File: config.mk
export PLATFORM = sky130hd
export DESIGN_NAME = split_select_sequencer
export DESIGN_NICKNAME = d
export VERILOG_FILES = /design/src/rtl/split_seq_pkg.sv /design/src/rtl/ack_sync.sv /design/src/rtl/split_select_sequencer.sv
export SDC_FILE = /design/constraint.sdc
export NUM_CORES = 1
export LEC_CHECK = 0
export BUFFER_PORTS_ARGS = -buffer_cell sky130_fd_sc_hd__clkbuf_2
export CAP_MARGIN = 5
export CORE_ASPECT_RATIO = 0.8
export CORE_MARGIN = 4
export CORE_UTILIZATION = 48
export DETAILED_ROUTE_END_ITERATION = 10
export PLACE_DENSITY = 0.76
export SYNTH_ARGS = -nofsm -noshare
export SYNTH_HDL_FRONTEND = slang
export SYNTH_SLANG_ARGS = --single-unit
File: constraint.sdc
create_clock -name clk -period 3.9 [get_ports clk]
set_clock_uncertainty 0.05 [all_clocks]
set_input_delay 0.39 -clock clk [delete_from_list [all_inputs] [get_ports clk]]
set_output_delay 0.39 -clock clk [all_outputs]
set_load 0.01 [all_outputs]
File: src/rtl/split_seq_pkg.sv
// split_seq_pkg: shared states, select codes and phase search for the split select sequencer
package split_seq_pkg;
    typedef enum logic [1:0] {IDLE, REQ_UP, REQ_DOWN, FINISH} state_e;
    localparam logic [1:0] SEL_FILTER = 2'd0;
    localparam logic [1:0] SEL_IFMAP  = 2'd1;
    localparam logic [1:0] SEL_PSUM   = 2'd2;
    // {found, phase}: lowest phase >= from whose count is nonzero
    function automatic logic [2:0] next_phase(input logic [1:0] from, input logic [2:0] nz);
        next_phase = 3'b000;
        for (int i = 2; i >= 0; i--)
            if (nz[i] && 2'(i) >= from) next_phase = {1'b1, 2'(i)};
    endfunction
endpackage

File: src/rtl/ack_sync.sv
// ack_sync: flop chain bringing the asynchronous acknowledge into the clk domain
module ack_sync #(
    parameter int STAGES = 2
) (
    input  logic clk,
    input  logic reset,
    input  logic a_i,
    output logic y_o
);
    logic [STAGES-1:0] sync_q;
    always_ff @(posedge clk)
        sync_q <= reset ? '0 : {sync_q[STAGES-2:0], a_i};
    assign y_o = sync_q[STAGES-1];
endmodule

File: src/rtl/split_select_sequencer.sv
// split_select_sequencer: issues per-pass runs of select codes 0,1,2 on a 4-phase req/ack channel
module split_select_sequencer
    import split_seq_pkg::*;
#(
    parameter int CNT_W       = 8,
    parameter int PASS_W      = 8,
    parameter int SYNC_STAGES = 2
) (
    input  logic              clk,
    input  logic              reset,
    input  logic              start,
    input  logic [CNT_W-1:0]  cfg_n0,
    input  logic [CNT_W-1:0]  cfg_n1,
    input  logic [CNT_W-1:0]  cfg_n2,
    input  logic [PASS_W-1:0] cfg_passes,
    output logic              s_req,
    output logic [1:0]        s_data,
    input  logic              s_ack,
    output logic              busy,
    output logic              done
);
    localparam logic [1:0] CODE [3] = '{SEL_FILTER, SEL_IFMAP, SEL_PSUM};
    state_e            state_q;
    logic              s_req_q, busy_q, done_q, ack_s, tok_wrap;
    logic [1:0]        s_data_q, phase_q, first_q, phase_d;
    logic [2:0]        nz_in, nz, first_in, adv;
    logic [CNT_W-1:0]  cnt_q [3];
    logic [CNT_W-1:0]  tok_q, tok_d;
    logic [PASS_W-1:0] passes_q, pass_q, pass_d;
    ack_sync #(.STAGES(SYNC_STAGES)) u_sync (.clk(clk), .reset(reset), .a_i(s_ack), .y_o(ack_s));
    always_comb begin
        nz_in    = {|cfg_n2, |cfg_n1, |cfg_n0};
        nz       = {|cnt_q[2], |cnt_q[1], |cnt_q[0]};
        first_in = next_phase(2'd0, nz_in);
        tok_d    = tok_q + CNT_W'(1);
        tok_wrap = tok_d == cnt_q[phase_q];
        adv      = tok_wrap ? next_phase(phase_q + 2'd1, nz) : {1'b1, phase_q};
        phase_d  = adv[2] ? adv[1:0] : first_q;
        pass_d   = adv[2] ? pass_q : pass_q + PASS_W'(1);
    end
    always_ff @(posedge clk) begin
        if (reset) begin
            state_q  <= IDLE;
            s_req_q  <= 1'b0;
            s_data_q <= 2'd0;
            busy_q   <= 1'b0;
            done_q   <= 1'b0;
            tok_q    <= '0;
            pass_q   <= '0;
            phase_q  <= 2'd0;
            first_q  <= 2'd0;
            cnt_q    <= '{default: '0};
            passes_q <= '0;
        end else begin
            case (state_q)
                IDLE: begin
                    done_q <= 1'b0;
                    busy_q <= 1'b0;
                    // busy is still high in the cycle after FINISH, so a start there is ignored
                    if (start && !busy_q) begin
                        cnt_q    <= '{cfg_n0, cfg_n1, cfg_n2};
                        passes_q <= cfg_passes;
                        busy_q   <= 1'b1;
                        tok_q    <= '0;
                        pass_q   <= '0;
                        phase_q  <= first_in[1:0];
                        first_q  <= first_in[1:0];
                        if (cfg_passes == '0 || !first_in[2]) state_q <= FINISH;
                        else begin
                            s_data_q <= CODE[first_in[1:0]];
                            s_req_q  <= 1'b1;
                            state_q  <= REQ_UP;
                        end
                    end
                end
                REQ_UP: if (ack_s) begin
                    s_req_q <= 1'b0;
                    state_q <= REQ_DOWN;
                end
                REQ_DOWN: if (!ack_s) begin
                    tok_q   <= tok_wrap ? '0 : tok_d;
                    phase_q <= phase_d;
                    pass_q  <= pass_d;
                    if (pass_d == passes_q) state_q <= FINISH;
                    else begin
                        s_data_q <= CODE[phase_d];
                        s_req_q  <= 1'b1;
                        state_q  <= REQ_UP;
                    end
                end
                FINISH: begin
                    done_q  <= 1'b1;
                    state_q <= IDLE;
                end
            endcase
        end
    end
    assign s_req  = s_req_q;
    assign s_data = s_data_q;
    assign busy   = busy_q;
    assign done   = done_q;
endmodule

==> Word-level counts from Yosys, hierarchy flattened <==
Cells that the tools add are included.
Widths: inputs -> output; s select.
{ "word_totals": {"register_bits": 61, "latchBits": 0, "ramBits": 0, "rom_bits": 0, "inputBits": 36, "out_inout_bits": 5, "elab_cells": 105, "mem_count": 0} }
{ "classes": {"n_addsub": 3, "n_mul": 0, "div": 0, "order_cmp": 6, "n_eq_ne": 10, "shifts": 0, "muxes": 46, "bitwise_logic": 3, "n_reduce_logical": 23} }
{ "op_table": {"columns": ["op", "count"], "rows": [
  ["$mux 8", 7],
  ["$reduce_or 8->1", 6],
  ["$mux 2", 16],
  ["$pmux 8 s2", 2],
  ["$mux 3", 7],
  ["$add 8x1->8 const B", 2],
  ["$bmux 8 s2", 1],
  ["$eq 8x8->1", 2],
  ["$ge 3x3->1 const B", 3],
  ["$not 2->3", 3],
  ["$bmux 2 s2", 2],
  ["$logic_not 8->1", 1],
  ["$ne 2x2->1 const B", 4],
  ["$pmux 2 s2", 2],
  ["$pmux 2 s4", 1],
  ["$mux 1", 6],
  ["$reduce_and 3->1", 2],
  ["$reduce_and 6->1", 1],
  ["$reduce_and 5->1", 1],
  ["$eq 2x2->1 const B", 2],
  ["$ge 1x2->1 const A", 2],
  ["$logic_and 1x1->1", 4],
  ["$reduce_bool 2->1", 2],
  ["$pmux 1 s3", 1],
  ["other kinds (10)", 11]
]} }

==> Logic depth before layout (Yosys ltp) <==
{ "depth": {"word_depth": 15, "depth_mapped": 11, "mapped_depth_nobuf": 10} }

==> Hierarchy <==
A second synthesis with hierarchy kept.
{ "hier_totals": {"cells_unflattened": 423, "area_unflattened_um2": 3418.3} }
{ "by_module_without_submodules": {"columns": ["module", "n_inst", "cells_per_inst", "area_per_inst_um2", "seq_area_each_um2"], "rows": [
  ["split_select_sequencer", 1, 419, 3365.7, 1181.1],
  ["ack_sync", 1, 4, 52.6, 40.0]
]} }

==> Least setup slack after synthesis <==
Ideal clock, no wire load.
{ "synth_path": {"path_type": "flip-flop to flip-flop", "start": "reg phase_q[1]", "end": "reg s_data_q[0] (netlist: s_data[0])", "setup_time_ns": 0.132, "arrival_ns": 2.604, "required_time_ns": 3.718, "setup_slack_ns": 1.114, "path_stages_with_launch": 10, "path_buffers": 0, "period_less_slack_ns": 2.786, "path_cell_list": "dfxtp_1 mux2_4 a22oi_2 xnor3_1 nor4_4 nand3b_2 mux2_4 a2111oi_4 or3_1 a21oi_1"} }
{ "synth_via": {"elab_chain_len": 15, "word_cells_on_any_way": 28, "cone_classes": "1 x add/sub; 3 x order compare; 3 x eq/ne; 15 x mux; 2 x bitwise; 4 x reduce/logical"} }
{ "synth_rtl": {"columns": ["element", "line_no", "source"], "rows": [
  ["start: declaration", "split_select_sequencer.sv:25", "logic [1:0] s_data_q, phase_q, first_q, phase_d;"],
  ["start signal: assignment", "split_select_sequencer.sv:66", "phase_q <= first_in[1:0];"],
  ["start signal: assignment", "split_select_sequencer.sv:82", "phase_q <= phase_d;"],
  ["$add 2x1->2", "split_select_sequencer.sv:37", "adv = tok_wrap ? next_phase(phase_q + 2'd1, nz) : {1'b1, phase_q};"],
  ["$ge 2x2->1", "split_seq_pkg.sv:11", "if (nz[i] && 2'(i) >= from) next_phase = {1'b1, 2'(i)};"],
  ["$logic_and 1x1->1", "split_seq_pkg.sv:11", null],
  ["$mux 3 (3 in series)", "split_seq_pkg.sv:11", null],
  ["$mux 3 (*)", "split_select_sequencer.sv:37", null],
  ["$mux 2", "split_select_sequencer.sv:38", "phase_d = adv[2] ? adv[1:0] : first_q;"],
  ["$not 2->3 (not written as such)", "split_select_sequencer.sv:86", "s_data_q <= CODE[phase_d];"],
  ["$bmux 2 s2", "split_select_sequencer.sv:86", null],
  ["$mux 2 (not written as such) (2 in series)", "split_select_sequencer.sv:86", null],
  ["$mux 2", "split_select_sequencer.sv:84", "if (pass_d == passes_q) state_q <= FINISH;"],
  ["$mux 2", "split_select_sequencer.sv:80", "REQ_DOWN: if (!ack_s) begin"],
  ["$pmux 2 s2", "split_select_sequencer.sv:55", "case (state_q)"],
  ["end signal: assignment", "split_select_sequencer.sv:70", "s_data_q <= CODE[first_in[1:0]];"],
  ["end signal: assignment", "split_select_sequencer.sv:86", null],
  ["end: declaration", "split_select_sequencer.sv:25", null]
]} }
Every way passes the cells marked *; elsewhere a longest branch is shown, timed or not. The select of a mux whose other input is x is not followed.
A chain may end at the register's enable or synchronous reset.

==> Final worst setup path <==
Ends and elaborated chain as after synthesis.

==> flow_summary.ini <==
[synth]
edff_count_synth = 0
proportion_of_synthesized_chip_area_in_sequential_cells_pct = 36.62
postSynthAreaPerCell_sq_um = 7.827
syn_area_sq_um = 3334
netlist.area_leader.share_pct = 36.62
yosysWarningCount = 0
yosys_register_bits = 61
yosysTopAreaCell = sky130_fd_sc_hd__dfxtp_1
synthTopCellsByArea = sky130_fd_sc_hd__dfxtp_1, sky130_fd_sc_hd__nand2_1, sky130_fd_sc_hd__a21oi_1
synth_common_cells = sky130_fd_sc_hd__nand2_1, sky130_fd_sc_hd__dfxtp_1, sky130_fd_sc_hd__a21oi_1, sky130_fd_sc_hd__nor2_1, sky130_fd_sc_hd__clkbuf_1
synthMostInstantiatedCell = sky130_fd_sc_hd__nand2_1
synth_flop_cell = sky130_fd_sc_hd__dfxtp_1
gate_count_after_technology_mapping = 426
synthDistinctLibCells = 49
synthesized_netlist_net_count = 470
share_of_flip_flops_with_an_asynchronous_set_or_reset_pct = 0

[floorplanning]
start_util_pct = 50.74
row_count = 26
core_area_sq_um = 6571
pin_count = 41
fp.dieArea_sq_um = 8353
fp.dieW_um = 101.2
die_height_um = 82.55

[clocking]
htree_num_levels = 3
clock_path_buffers = 2
cts_root_buf = sky130_fd_sc_hd__clkbuf_8
clk_transition_reported_paths_ns = 0.08
cts-resized-gates = 0
post_cts_hold_buffers = 0
cts_tree = yes
cts.repair_timing.setup_buffer_count = 0
worstSkewPairLatency_ns = 0.35
cts_buffers = 9
cts_num_sinks = 61

[finish]
layout-drive-gt1-share_pct = 15.00
area_delta_synth_final_pct = 13.10
antenna-diode-count = 0
num-nets-final = 499
postLayoutCellArea_sq_um = 3771

[routing]
routed_via_density = 5.737
detailroute.via_count = 3121
initialDrtViolationCount = 193
drc_errors_left = 0
firstDrtPassIters = 5
detail-route-antenna-nets = 0
post_drt_wl_per_cell_um = 15.40
routed_wirelength_um = 8376

[timing]
setup-violations-final = 0
grt_setup_unrepaired = no
max_slew_margin_pct = 19.06
worst_pin_slew_ns = 1.213
setup-tns-final_ns = 0
timing.final.crit_period_ns = 3.516
max_freq_mhz = 284.5
hold_viol_final = 0
timing_max_transition_violations_final = 0
fin_ws_ns = 0.3844
fin_crit_sh_pct = 90.14

[pwr]
power.density_nw_per_um2 = 600.4
peak_vdd_ir_mv = 0.2538
power_leakage_nw = 1.412
finalPower_mw = 2.264

[global_routing]
overflow = 0
grt_pass1_wl_um = 13900
grt_start_max_net_pins = 38
globalRouteTotalUtil_pct = 21.27
grt_pass1_vias = 2950
number_of_antenna_violations_at_the_first_check_in_global_routing = 0

[placed_design]
dpl_cell_area_sq_um = 3562
place_worst_setup_slack_ns = 0.4170
gp_routability_congestion = 0.8816
detailedPlacementHpwl_um = 6114
place.port_buffers = 40

[outcome]
run_status = finished, final reports clean

[worst_setup_path]
cp.required_ns = 4.07
worstSetupStartpointType = register
path_class = register to register
critPathLaunch = phase_q[1]$_SDFFE_PP0P_
worst-endpoint-arrival_ns = 3.68
crit_path_end_kind = register
timing.critical_path.fanout_max = 15
worstReg2RegStart = phase_q[1]$_SDFFE_PP0P_

[job]
drv_cap = 0

[min_path]
hp-start = cfg_n0[3]
worstHoldPathType = input pin to register
## path summary, 6_finish.rpt
path	cells past startpoint	slack [ns]	to
hold reg to reg	1	0.41	u_sync.sync_q[1]$_SDFF_PP0_
setup / recovery	9	0.38	s_data[0]$_SDFFE_PP0P_
hold / removal	3	0.22	cnt_q[19]$_SDFFE_PP0P_
setup reg to reg	9	0.38	s_data[0]$_SDFFE_PP0P_
## cells in the final DEF (no fill, tap or decap), types with 10 or more instances in the layout
| cell | Yosys | routed |
|---|---|---|
| sky130_fd_sc_hd__a21oi_1 | 55 | 55 |
| sky130_fd_sc_hd__clkbuf_2 | 0 | 40 |
| sky130_fd_sc_hd__clkbuf_8 | 0 | 10 |
| sky130_fd_sc_hd__dfxtp_1 | 61 | 61 |
| sky130_fd_sc_hd__nand2_1 | 90 | 90 |
| sky130_fd_sc_hd__nand3_1 | 11 | 11 |
| sky130_fd_sc_hd__nor2_1 | 32 | 31 |
| sky130_fd_sc_hd__nor4_1 | 13 | 13 |
| sky130_fd_sc_hd__o21ai_0 | 15 | 15 |
| sky130_fd_sc_hd__xnor2_1 | 11 | 11 |
## metal layers
| metal | vias up | part of all wire [%] | global-route usage (%) |
|---|---|---|---|
| li1 | 1562 | - | - |
| met1 | 1462 | 48 | 29.29 |
| met2 | 88 | 44 | 31.85 |
| met3 | 9 | 6.4 | 5.877 |
| met4 | 0 | 1.3 | 7.703 |
| met5 | - | 0 | 0 |
## power by group
part	internal (mW)	total, mW	switching (mW)
logic	0.327	0.853	0.525
clock network	0.316	0.589	0.272
registers	0.718	0.823	0.105
total	1.36	2.26	0.902
## kinds of logic (layout without fill, tap and decap cells)
kind of cell | count (synthesis) | count (layout) | synth area share [%]
buffers and inverters | 33 | 67 | 3.865
DFF | 61 | 61 | 36.62
and+or+nand+nor | 186 | 186 | 26.04
muxes | 13 | 13 | 4.353
xor gates and xnor gates | 23 | 23 | 7.279
AOI/OAI and AO/OA | 102 | 102 | 18.84
adders and majority gates | 8 | 8 | 3.002
## state kept, by name, indices dropped and copies added, names as in the netlist
name,cells
s_data,2
phase_q,2
state_q,2
first_q,2
s_req,1
pass_q,8
u_sync.sync_q,2
passes_q,8
tok_q,8
busy,1
done,1
cnt_q,24
## worst max-delay path, stage by stage, from the launching register on
cell                        delay, ns
sky130_fd_sc_hd__dfxtp_1         0.72
sky130_fd_sc_hd__nor2b_1         0.25
sky130_fd_sc_hd__a22oi_2         0.27
sky130_fd_sc_hd__xnor3_1         0.37
sky130_fd_sc_hd__nor4_4          0.36
sky130_fd_sc_hd__nand3b_2        0.30
sky130_fd_sc_hd__mux2_4          0.39
sky130_fd_sc_hd__a2111oi_4       0.43
sky130_fd_sc_hd__or3_1           0.18
sky130_fd_sc_hd__a21oi_1         0.06
## metrics by stage
stage          hold slack, ns  instances  utilization (%)
2_1_floorplan          0.3638        426                -
3_3_place_gp           0.4036        528            54.21
3_5_place_dp           0.3901        528            54.21
4_1_cts                0.1983        544            57.39
5_1_grt                0.2029        544            57.39
6_report               0.2165        544            57.39
## cell type report
type                            count  area [sq um]
Tap cell                           84         105.1
Fill cell                         624          2800
Inverter                            9         33.78
Clock inverter                      6         71.32
Multi-Input combinational cell    332          1987
Sequential cell                    61          1221
Clock buffer                       10         137.6
Timing Repair Buffer               42         215.2
Note: power is estimated with default switching activity, not from simulation.
